### src/rtl/des_round_engine.sv
// des_round_engine: iterative single-DES core, IP -> 16 Feistel rounds (one per clock) -> FP.
// Round keys come from an external key generator; decrypt walks them in reverse.
module des_round_engine (
   input  logic        clk,
   input  logic        n_rst,
   input  logic        start,
   input  logic        decrypt,
   input  logic [0:63] data_in,
   input  logic [0:47] roundkey_1,  roundkey_2,  roundkey_3,  roundkey_4,
   input  logic [0:47] roundkey_5,  roundkey_6,  roundkey_7,  roundkey_8,
   input  logic [0:47] roundkey_9,  roundkey_10, roundkey_11, roundkey_12,
   input  logic [0:47] roundkey_13, roundkey_14, roundkey_15, roundkey_16,
   output logic [0:63] data_out,
   output logic        busy,
   output logic        done
);
   localparam int IP_T [0:63] = '{
      58, 50, 42, 34, 26, 18, 10, 2, 60, 52, 44, 36, 28, 20, 12, 4,
      62, 54, 46, 38, 30, 22, 14, 6, 64, 56, 48, 40, 32, 24, 16, 8,
      57, 49, 41, 33, 25, 17,  9, 1, 59, 51, 43, 35, 27, 19, 11, 3,
      61, 53, 45, 37, 29, 21, 13, 5, 63, 55, 47, 39, 31, 23, 15, 7};
   localparam int FP_T [0:63] = '{
      40, 8, 48, 16, 56, 24, 64, 32, 39, 7, 47, 15, 55, 23, 63, 31,
      38, 6, 46, 14, 54, 22, 62, 30, 37, 5, 45, 13, 53, 21, 61, 29,
      36, 4, 44, 12, 52, 20, 60, 28, 35, 3, 43, 11, 51, 19, 59, 27,
      34, 2, 42, 10, 50, 18, 58, 26, 33, 1, 41,  9, 49, 17, 57, 25};
   localparam int E_T [0:47] = '{
      32,  1,  2,  3,  4,  5,  4,  5,  6,  7,  8,  9,  8,  9, 10, 11,
      12, 13, 12, 13, 14, 15, 16, 17, 16, 17, 18, 19, 20, 21, 20, 21,
      22, 23, 24, 25, 24, 25, 26, 27, 28, 29, 28, 29, 30, 31, 32,  1};
   localparam int P_T [0:31] = '{
      16, 7, 20, 21, 29, 12, 28, 17, 1, 15, 23, 26, 5, 18, 31, 10,
       2, 8, 24, 14, 32, 27,  3,  9, 19, 13, 30, 6, 22, 11,  4, 25};
   localparam int SBOX [0:7][0:63] = '{
      '{14, 4, 13, 1, 2, 15, 11, 8, 3, 10, 6, 12, 5, 9, 0, 7,  0, 15, 7, 4, 14, 2, 13, 1, 10, 6, 12, 11, 9, 5, 3, 8,
         4, 1, 14, 8, 13, 6, 2, 11, 15, 12, 9, 7, 3, 10, 5, 0,  15, 12, 8, 2, 4, 9, 1, 7, 5, 11, 3, 14, 10, 0, 6, 13},
      '{15, 1, 8, 14, 6, 11, 3, 4, 9, 7, 2, 13, 12, 0, 5, 10,  3, 13, 4, 7, 15, 2, 8, 14, 12, 0, 1, 10, 6, 9, 11, 5,
         0, 14, 7, 11, 10, 4, 13, 1, 5, 8, 12, 6, 9, 3, 2, 15,  13, 8, 10, 1, 3, 15, 4, 2, 11, 6, 7, 12, 0, 5, 14, 9},
      '{10, 0, 9, 14, 6, 3, 15, 5, 1, 13, 12, 7, 11, 4, 2, 8,  13, 7, 0, 9, 3, 4, 6, 10, 2, 8, 5, 14, 12, 11, 15, 1,
        13, 6, 4, 9, 8, 15, 3, 0, 11, 1, 2, 12, 5, 10, 14, 7,  1, 10, 13, 0, 6, 9, 8, 7, 4, 15, 14, 3, 11, 5, 2, 12},
      '{7, 13, 14, 3, 0, 6, 9, 10, 1, 2, 8, 5, 11, 12, 4, 15,  13, 8, 11, 5, 6, 15, 0, 3, 4, 7, 2, 12, 1, 10, 14, 9,
        10, 6, 9, 0, 12, 11, 7, 13, 15, 1, 3, 14, 5, 2, 8, 4,  3, 15, 0, 6, 10, 1, 13, 8, 9, 4, 5, 11, 12, 7, 2, 14},
      '{2, 12, 4, 1, 7, 10, 11, 6, 8, 5, 3, 15, 13, 0, 14, 9,  14, 11, 2, 12, 4, 7, 13, 1, 5, 0, 15, 10, 3, 9, 8, 6,
         4, 2, 1, 11, 10, 13, 7, 8, 15, 9, 12, 5, 6, 3, 0, 14,  11, 8, 12, 7, 1, 14, 2, 13, 6, 15, 0, 9, 10, 4, 5, 3},
      '{12, 1, 10, 15, 9, 2, 6, 8, 0, 13, 3, 4, 14, 7, 5, 11,  10, 15, 4, 2, 7, 12, 9, 5, 6, 1, 13, 14, 0, 11, 3, 8,
         9, 14, 15, 5, 2, 8, 12, 3, 7, 0, 4, 10, 1, 13, 11, 6,  4, 3, 2, 12, 9, 5, 15, 10, 11, 14, 1, 7, 6, 0, 8, 13},
      '{4, 11, 2, 14, 15, 0, 8, 13, 3, 12, 9, 7, 5, 10, 6, 1,  13, 0, 11, 7, 4, 9, 1, 10, 14, 3, 5, 12, 2, 15, 8, 6,
         1, 4, 11, 13, 12, 3, 7, 14, 10, 15, 6, 8, 0, 5, 9, 2,  6, 11, 13, 8, 1, 4, 10, 7, 9, 5, 0, 15, 14, 2, 3, 12},
      '{13, 2, 8, 4, 6, 15, 11, 1, 10, 9, 3, 14, 5, 0, 12, 7,  1, 15, 13, 8, 10, 3, 7, 4, 12, 5, 6, 11, 0, 14, 9, 2,
         7, 11, 4, 1, 9, 12, 14, 2, 0, 6, 10, 13, 15, 3, 5, 8,  2, 1, 14, 7, 4, 10, 8, 13, 15, 12, 9, 0, 3, 5, 6, 11}};

   function automatic logic [0:63] ip(input logic [0:63] x);
      logic [0:63] y;
      for (int i = 0; i < 64; i++) y[i] = x[IP_T[i] - 1];
      return y;
   endfunction

   function automatic logic [0:63] fp(input logic [0:63] x);
      logic [0:63] y;
      for (int i = 0; i < 64; i++) y[i] = x[FP_T[i] - 1];
      return y;
   endfunction

   function automatic logic [0:47] e_exp(input logic [0:31] x);
      logic [0:47] y;
      for (int i = 0; i < 48; i++) y[i] = x[E_T[i] - 1];
      return y;
   endfunction

   function automatic logic [0:31] p_perm(input logic [0:31] x);
      logic [0:31] y;
      for (int i = 0; i < 32; i++) y[i] = x[P_T[i] - 1];
      return y;
   endfunction

   // Row is the outer bit pair of each 6-bit group, column the inner four bits.
   function automatic logic [0:31] sbox(input logic [0:47] x);
      logic [0:31] y;
      logic [5:0]  s;
      for (int b = 0; b < 8; b++) begin
         s = x[6*b +: 6];
         y[4*b +: 4] = 4'(SBOX[b][{s[5], s[0], s[4:1]}]);
      end
      return y;
   endfunction

   typedef enum logic {IDLE, ROUND} state_t;

   state_t      state_q;
   logic [3:0]  cnt_q;
   logic        dec_q, busy_q, done_q;
   logic [0:31] l_q, r_q, r_d;
   logic [0:63] dout_q;
   logic [0:47] k;
   logic [0:47] rk [0:15];

   assign rk = '{roundkey_1, roundkey_2, roundkey_3, roundkey_4, roundkey_5, roundkey_6,
                 roundkey_7, roundkey_8, roundkey_9, roundkey_10, roundkey_11, roundkey_12,
                 roundkey_13, roundkey_14, roundkey_15, roundkey_16};
   assign k   = rk[dec_q ? 4'd15 - cnt_q : cnt_q];
   assign r_d = l_q ^ p_perm(sbox(e_exp(r_q) ^ k));

   always_ff @(posedge clk) begin
      if (!n_rst) begin
         state_q <= IDLE;
         cnt_q   <= '0;
         dec_q   <= 1'b0;
         l_q     <= '0;
         r_q     <= '0;
         dout_q  <= '0;
         busy_q  <= 1'b0;
         done_q  <= 1'b0;
      end else begin
         done_q <= 1'b0;
         if (state_q == IDLE) begin
            if (start) begin
               dec_q      <= decrypt;
               {l_q, r_q} <= ip(data_in);
               cnt_q      <= '0;
               busy_q     <= 1'b1;
               state_q    <= ROUND;
            end
         end else begin
            l_q   <= r_q;
            r_q   <= r_d;
            cnt_q <= cnt_q + 4'd1;
            // Last round: the output swap means preoutput is {R16, L16} = {r_d, r_q}.
            if (cnt_q == 4'd15) begin
               dout_q  <= fp({r_d, r_q});
               done_q  <= 1'b1;
               busy_q  <= 1'b0;
               state_q <= IDLE;
            end
         end
      end
   end

   assign data_out = dout_q;
   assign busy     = busy_q;
   assign done     = done_q;
endmodule

### config.mk
export PLATFORM = sky130hd
export DESIGN_NAME = des_round_engine
export DESIGN_NICKNAME = d
export VERILOG_FILES = /design/src/rtl/des_round_engine.sv
export SDC_FILE = /design/constraint.sdc
export NUM_CORES = 1
export LEC_CHECK = 0
export CAP_MARGIN = 10
export CORE_AREA = 2 2 355 357
export DETAILED_ROUTE_END_ITERATION = 8
export DIE_AREA = 0 0 357 359
export PLACE_DENSITY = 0.39
export SETUP_SLACK_MARGIN = 0.3
export SYNTH_ARGS = -nofsm -noshare
export SYNTH_HDL_FRONTEND = slang
export SYNTH_SLANG_ARGS = --single-unit
### constraint.sdc
create_clock -name clk -period 12.55 [get_ports clk]
set_clock_uncertainty 0.2 [all_clocks]
set_input_delay 1.8825 -clock clk [delete_from_list [all_inputs] [get_ports clk]]
set_output_delay 1.8825 -clock clk [all_outputs]
set_load 0.01 [all_outputs]
# [After elaboration in Yosys (flattened, before gate mapping)]
# Memories as Yosys holds them, arrays and structs flattened.
# Index checks and enable logic that the tools add are counted.
[word_totals] ff_bits=136 rom_bits=16384 inputBits=836 word_cells=79 memories=8
[mem_list] name="(name not given)" words=64 width=32 rd=1 rd_clocked_by_memory_dff=0 wr=0 line="82" source="y[4*b +: 4] = 4'(SBOX[b][{s[5], s[0], s[4:1]}]);"
[mem_list] name="(name not given)" words=64 width=32 rd=1 rd_clocked_by_memory_dff=0 wr=0 line="82"
[mem_list] name="(name not given)" words=64 width=32 rd=1 rd_clocked_by_memory_dff=0 wr=0 line="82"
[mem_list] name="(name not given)" words=64 width=32 rd=1 rd_clocked_by_memory_dff=0 wr=0 line="82"
[mem_list] name="(name not given)" words=64 width=32 rd=1 rd_clocked_by_memory_dff=0 wr=0 line="82"
[mem_list] name="(name not given)" words=64 width=32 rd=1 rd_clocked_by_memory_dff=0 wr=0 line="82"
[mem_list] name="+2 memories"
[op_classes] addsub=2 magnitude_cmp=9 eq_ne=2 n_mux=33 bitwise_logic=12 reduce_logical=5
[ops] cell="$bmux 48 s4" n=1
[ops] cell="$mux 32" n=4
[ops] cell="$mux 48" n=2
[ops] cell="$mux 4" n=19
[ops] cell="$ge 7x7->1 const B" n=8
[ops] cell="$not 6->7" n=8
[ops] cell="$xor 48x48->48" n=1
[ops] cell="$xor 32x32->32" n=1
[ops] cell="$reduce_and 2->1" n=4
[ops] cell="$mux 1" n=7
[ops] cell="$ge 5x5->1 const B" n=1
[ops] cell="$not 4->5" n=1
[ops] cell="$add 4x1->4 const B" n=1
[ops] cell="$eq 4x4->1 const B" n=1
[ops] cell="$sub 4x4->4 const A" n=1
[ops] cell="$ne 2x1->1 const B" n=1
[ops] cell="$reduce_bool 2->1" n=1
[ops] cell="$not 1->1" n=1

# [Longest topological paths before layout]
[depth] word_depth=13 ltp_mapped=22 mapped_depth_nobuf=14

# [Worst setup path before layout]
# No wires, ideal clock.
[synth_path] path_type="input to register" from="in roundkey_9[27] (netlist bit)" to="reg r_q[7] (netlist bit)" setup_time_ps=95 t_arrival_ps=5120 t_required_ps=12255 slack_ps=7134 cell_stages=15 path_buffers=1 path_cell_list="mux2i_1 a22oi_1 a21oi_1 nor4_1 xnor2_1 clkbuf_1 inv_1 ha_1 inv_1 mux4_2 nor3_1 a41o_1 a211oi_2 or4b_1 o311ai_1"
[synth_via] elab_chain_len=10
[synth_lines] element="start, declared" line="11" source="input logic [0:47] roundkey_9, roundkey_10, roundkey_11, roundkey_12,"
[synth_lines] element="$bmux 48 s4" line="100" source="assign k = rk[dec_q ? 4'd15 - cnt_q : cnt_q];"
[synth_lines] element="$mux 48 (2 in series)" line="100"
[synth_lines] element="$xor 48x48->48" line="101" source="assign r_d = l_q ^ p_perm(sbox(e_exp(r_q) ^ k));"
[synth_lines] element="$not 6->7 (implied by the code)" line="82"
[synth_lines] element="$mem_v2 64x32"
[synth_lines] element="$mux 4 (implied by the code) (2 in series)" line="82"
[synth_lines] element="$xor 32x32->32" line="101"
[synth_lines] element="$mux 32" line="115" source="if (state_q == IDLE) begin"
[synth_lines] element="end signal, assigned" line="118" source="{l_q, r_q} <= ip(data_in);"
[synth_lines] element="end signal, assigned" line="125" source="r_q <= r_d;"
[synth_lines] element="end, declared" line="92" source="logic [0:31] l_q, r_q, r_d;"
# Every way passes these cells. The select of a mux whose other input is x is not followed.
# A chain may end at the register's enable or synchronous reset.

# [Worst setup path after layout]
[layout_path] from="reg cnt_q[0]" to="reg r_q[13] (netlist bit)"
[layout_via] elab_chain_len=13
[layout_lines] element="start, declared" line="90" source="logic [3:0] cnt_q;"
[layout_lines] element="start signal, assigned" line="126" source="cnt_q <= cnt_q + 4'd1;"
[layout_lines] element="$sub 4x4->4" line="100"
[layout_lines] element="$mux 4 (*)" line="100"
[layout_lines] element="$not 4->5 (*)" line="100"
[layout_lines] element="$bmux 48 s4 (*)" line="100"
[layout_lines] element="$mux 48 (*) (2 in series)" line="100"
[layout_lines] element="$xor 48x48->48 (*)" line="101"
[layout_lines] element="$not 6->7 (implied by the code) (*)" line="82"
[layout_lines] element="$mem_v2 64x32 (*)"
[layout_lines] element="$mux 4 (implied by the code) (*) (2 in series)" line="82"
[layout_lines] element="$xor 32x32->32 (*)" line="101"
[layout_lines] element="$mux 32 (*)" line="115"
# Every way passes the cells marked *; elsewhere a longest branch is shown, timed or not. The select of a mux whose other input is x is not followed.

==> results.md <==
* Critical Path Sink Type: register
* Critical Path Source Type: register
* R2R depth at 16
* Vias per Instance at 5.196
* H-Tree Depth at 4
* Arrival time of the worst setup path at 6.94 ns
* Ys async rst share at 0%
* Max-cap violation count at 0
* Max VDD drop at 0.00006930 V
* Crit. Startpoint: cnt_q[0]
* Core Footprint at 124600 sq um
* Footprint of the multi-input gates at 19220 sq um
* Top FF cell, synth: dfxtp_1
* Residual DRC at 0
* Final hold viol count at 0
* RSZ-0062 raised after global routing: no
* Post-synth top cells: mux2i_1 (445), a21oi_1 (228), nand2_1 (218), mux4_2 (211), a22oi_1 (169)
* Hold-fix buffers at CTS at 0
* Area growth from synthesis to layout at 45.74%
* Total leakage power at around 12 nW
* Hold Slack at ~0.25 ns
* IO Count at 902
* Average instance area after synthesis at 8.990 sq um
* EDFF count, synth at 0
* Area contributors post-synth: mux4_2 (20%), mux2i_1 (19%), dfxtp_1 (12%)
* Synth cell types at about 90
* Status: complete, no violations
* Max frequency at 0.1472 GHz
* Netlist Area Pre-Place at 23660 sq um
* Global-route wire length before repair at around 210000 um
* Clock-pin slew on the worst setup and hold paths at approximately 0.080 ns
* Post-Syn Instances at approximately 2.6k
* Layout cells sized above 1 at about an eighth
* Hpwl dp at 127500 um
* Post-CTS setup buffers at 0
* Total Wirelength at 155300 um
* # fillers at roughly 13k
* Crit Reg-Reg Startpoint: cnt_q[0]
* Worst R2R End: r_q[13]
* Worst setup endpoint: r_q[13]
* Worst hold-check path type: reg2reg
* CTS tree: built
* Clock Tree Buf Depth at 2
* Pwr dens at about 100 nW/um^2
* Initial Utilization at 18.99%
* Initial antenna violation count at 100
* Die height at 359 um
* Minimum clock period at 6.795 ns
* Final Max Tran Viols at 0
* Die X at 357 um
* CTS root buf: clkbuf_16
* Synth top area share at 20.08%
* Synth area leader: mux4_2
* All-Layer GR Usage at 23.07%
* Clock Latency Late Sink at 0.45 ns
* Final Cycle Share at 54.14%
* Antenna-violating nets left at 0
* R2R setup slack at ~5.8 ns
* Number of port buffers at 901
* Fin cells at 5048
* Synth Register Bits at between 100 and 150
* Syn Nets at approximately 3.5k
* Largest net degree at the start of global routing at 115
* Nets@finish at about 4.2k
* Cell Rows at 130
* CTS buffer count at 17
* Slew @ Worst Pin at roughly 1.2 ns
* Initial DRC Count at between 2k and 2.5k
* Gp weighted congestion at 0.8922
* Final setup vio count at 0
* Ys Warns at 0
* Vias in the first global route at 25.09k
* Via count at 26.23k
* Full die area at 128200 sq um
* Rel. slew slack at a little over a fifth
* Placed instance count at approximately 5.0k
* Quantity of gates resized following cts at 0
* Grt ovf at 0
* Clk sinks at 136
* Top-count cell post-synth: mux2i_1
* Setup TNS at 0 ns
* Largest fanout on the critical path at 104
* Final total power at between 3 and 4 mW
* Storage element area at about 2700 sq um
* DRT Pass-1 Iters at 5
* Register area share after synthesis at 11.51%
* WL per Instance at around 31 um
* WP data required at 12.70 ns
* Critical path class: reg2reg
[power by group]
group	internal (mW)	total (mW)	switching (mW)
Sequential	0.463	0.554	0.0909
Combinational	1.07	2.38	1.30
Clock	0.307	0.564	0.258
[cell type report]
class                      instances  area share, %
sequential                       136          7.953
multi-input combinational       2177          55.75
antenna                           33         0.2395
clock buffer                      17          1.234
tap                             1650          5.987
clock inverter                    15         0.5878
timing repair buffer             970          27.71
inverter                          50         0.5479
[cell usage in the layout, fill, tap and decap left out, types with 12 or more instances in the layout]
| cell | Yosys | final |
|---|---|---|
| clkdlybuf4s50_1 | 0 | 899 |
| mux2i_1 | 445 | 445 |
| a21oi_1 | 228 | 228 |
| nand2_1 | 218 | 217 |
| mux4_2 | 211 | 211 |
| a22oi_1 | 169 | 169 |
| nor2_1 | 158 | 155 |
| dfxtp_1 | 136 | 130 |
| o21ai_0 | 69 | 69 |
| buf_4 | 18 | 68 |
| xnor2_1 | 56 | 53 |
| ha_1 | 46 | 46 |
| nand3_1 | 44 | 44 |
| inv_1 | 43 | 41 |
| xor2_1 | 42 | 39 |
| mux2_2 | 34 | 34 |
| a211oi_1 | 34 | 34 |
| diode_2 | 0 | 33 |
| o22ai_1 | 31 | 31 |
| a32oi_1 | 30 | 30 |
| nor3_1 | 27 | 27 |
| nor2b_1 | 25 | 21 |
| nor4_2 | 12 | 19 |
| or3_1 | 19 | 19 |
| nand4_1 | 18 | 18 |
| clkbuf_16 | 0 | 17 |
| o221ai_1 | 15 | 15 |
| o211ai_1 | 15 | 15 |
| nand2b_1 | 16 | 14 |
| xor2_2 | 11 | 12 |
| nor4_1 | 19 | 12 |
| a221oi_1 | 12 | 12 |
[sequential cells by signal, indices dropped and copies added (netlist names)]
register and flops:
done 1, r_q 32, data_out 64, cnt_q 4, l_q 32, state_q 1, dec_q 1, busy 1
[cells by family (layout without fill, tap and decap cells)]
family	count (synthesis)	count (layout)	synth area share [%]
AO/OA/AOI/OAI	702	702	19.77
flip-flops	136	136	11.51
XOR/XNOR	113	113	4.706
AND/OR/NAND/NOR	625	625	12.99
multiplexers	691	691	40.64
adder cells (fa/ha/maj)	46	46	2.432
other	0	33	0
buffers and inverters	319	1052	7.964
[worst min path at each step]
stage                 startpoint            to  slack (ns)  cells after the start
floorplan                r_q[25]  data_out[54]        0.23                      2
global placement    data_out[44]  data_out[44]        0.25                      2
detailed placement  data_out[26]  data_out[26]        0.25                      2
CTS                 data_out[26]  data_out[26]        0.26                      2
global route         data_out[2]   data_out[2]        0.27                      2
finish              data_out[26]  data_out[26]        0.25                      2
[critical path, stage by stage (launching register included)]
cell      delay [ns]
dfxtp_4         0.79
buf_12          0.56
buf_4           0.69
mux2i_1         0.18
a22oi_1         0.25
a21oi_1         0.11
nor4_2          1.01
xnor2_1         0.20
buf_4           0.28
inv_1           0.15
ha_1            0.41
inv_1           0.21
nand2_1         0.10
a311o_1         0.38
a211oi_1        0.56
nor2_1          0.11
nor4_1          0.27
[per-stage QoR]
step	area (sq um)	utilization, %	worst slack (ns)
2_1_floorplan	23660	-	7.134
3_3_place_gp	33770	27.11	5.773
3_5_place_dp	33770	27.11	5.724
4_1_cts	34400	27.61	5.742
5_1_grt	34450	27.65	5.327
6_report	34480	27.68	5.755
[routing by layer]
metal | global-route usage (%) | wire length, um | vias up
li1 | - | - | 11748
met1 | 28.72 | 63730 | 13068
met2 | 39.52 | 75330 | 1135
met3 | 6.000 | 12500 | 217
met4 | 5.199 | 3387 | 62
met5 | 0 | 411 | -
Power figures use the tool's default switching activity.
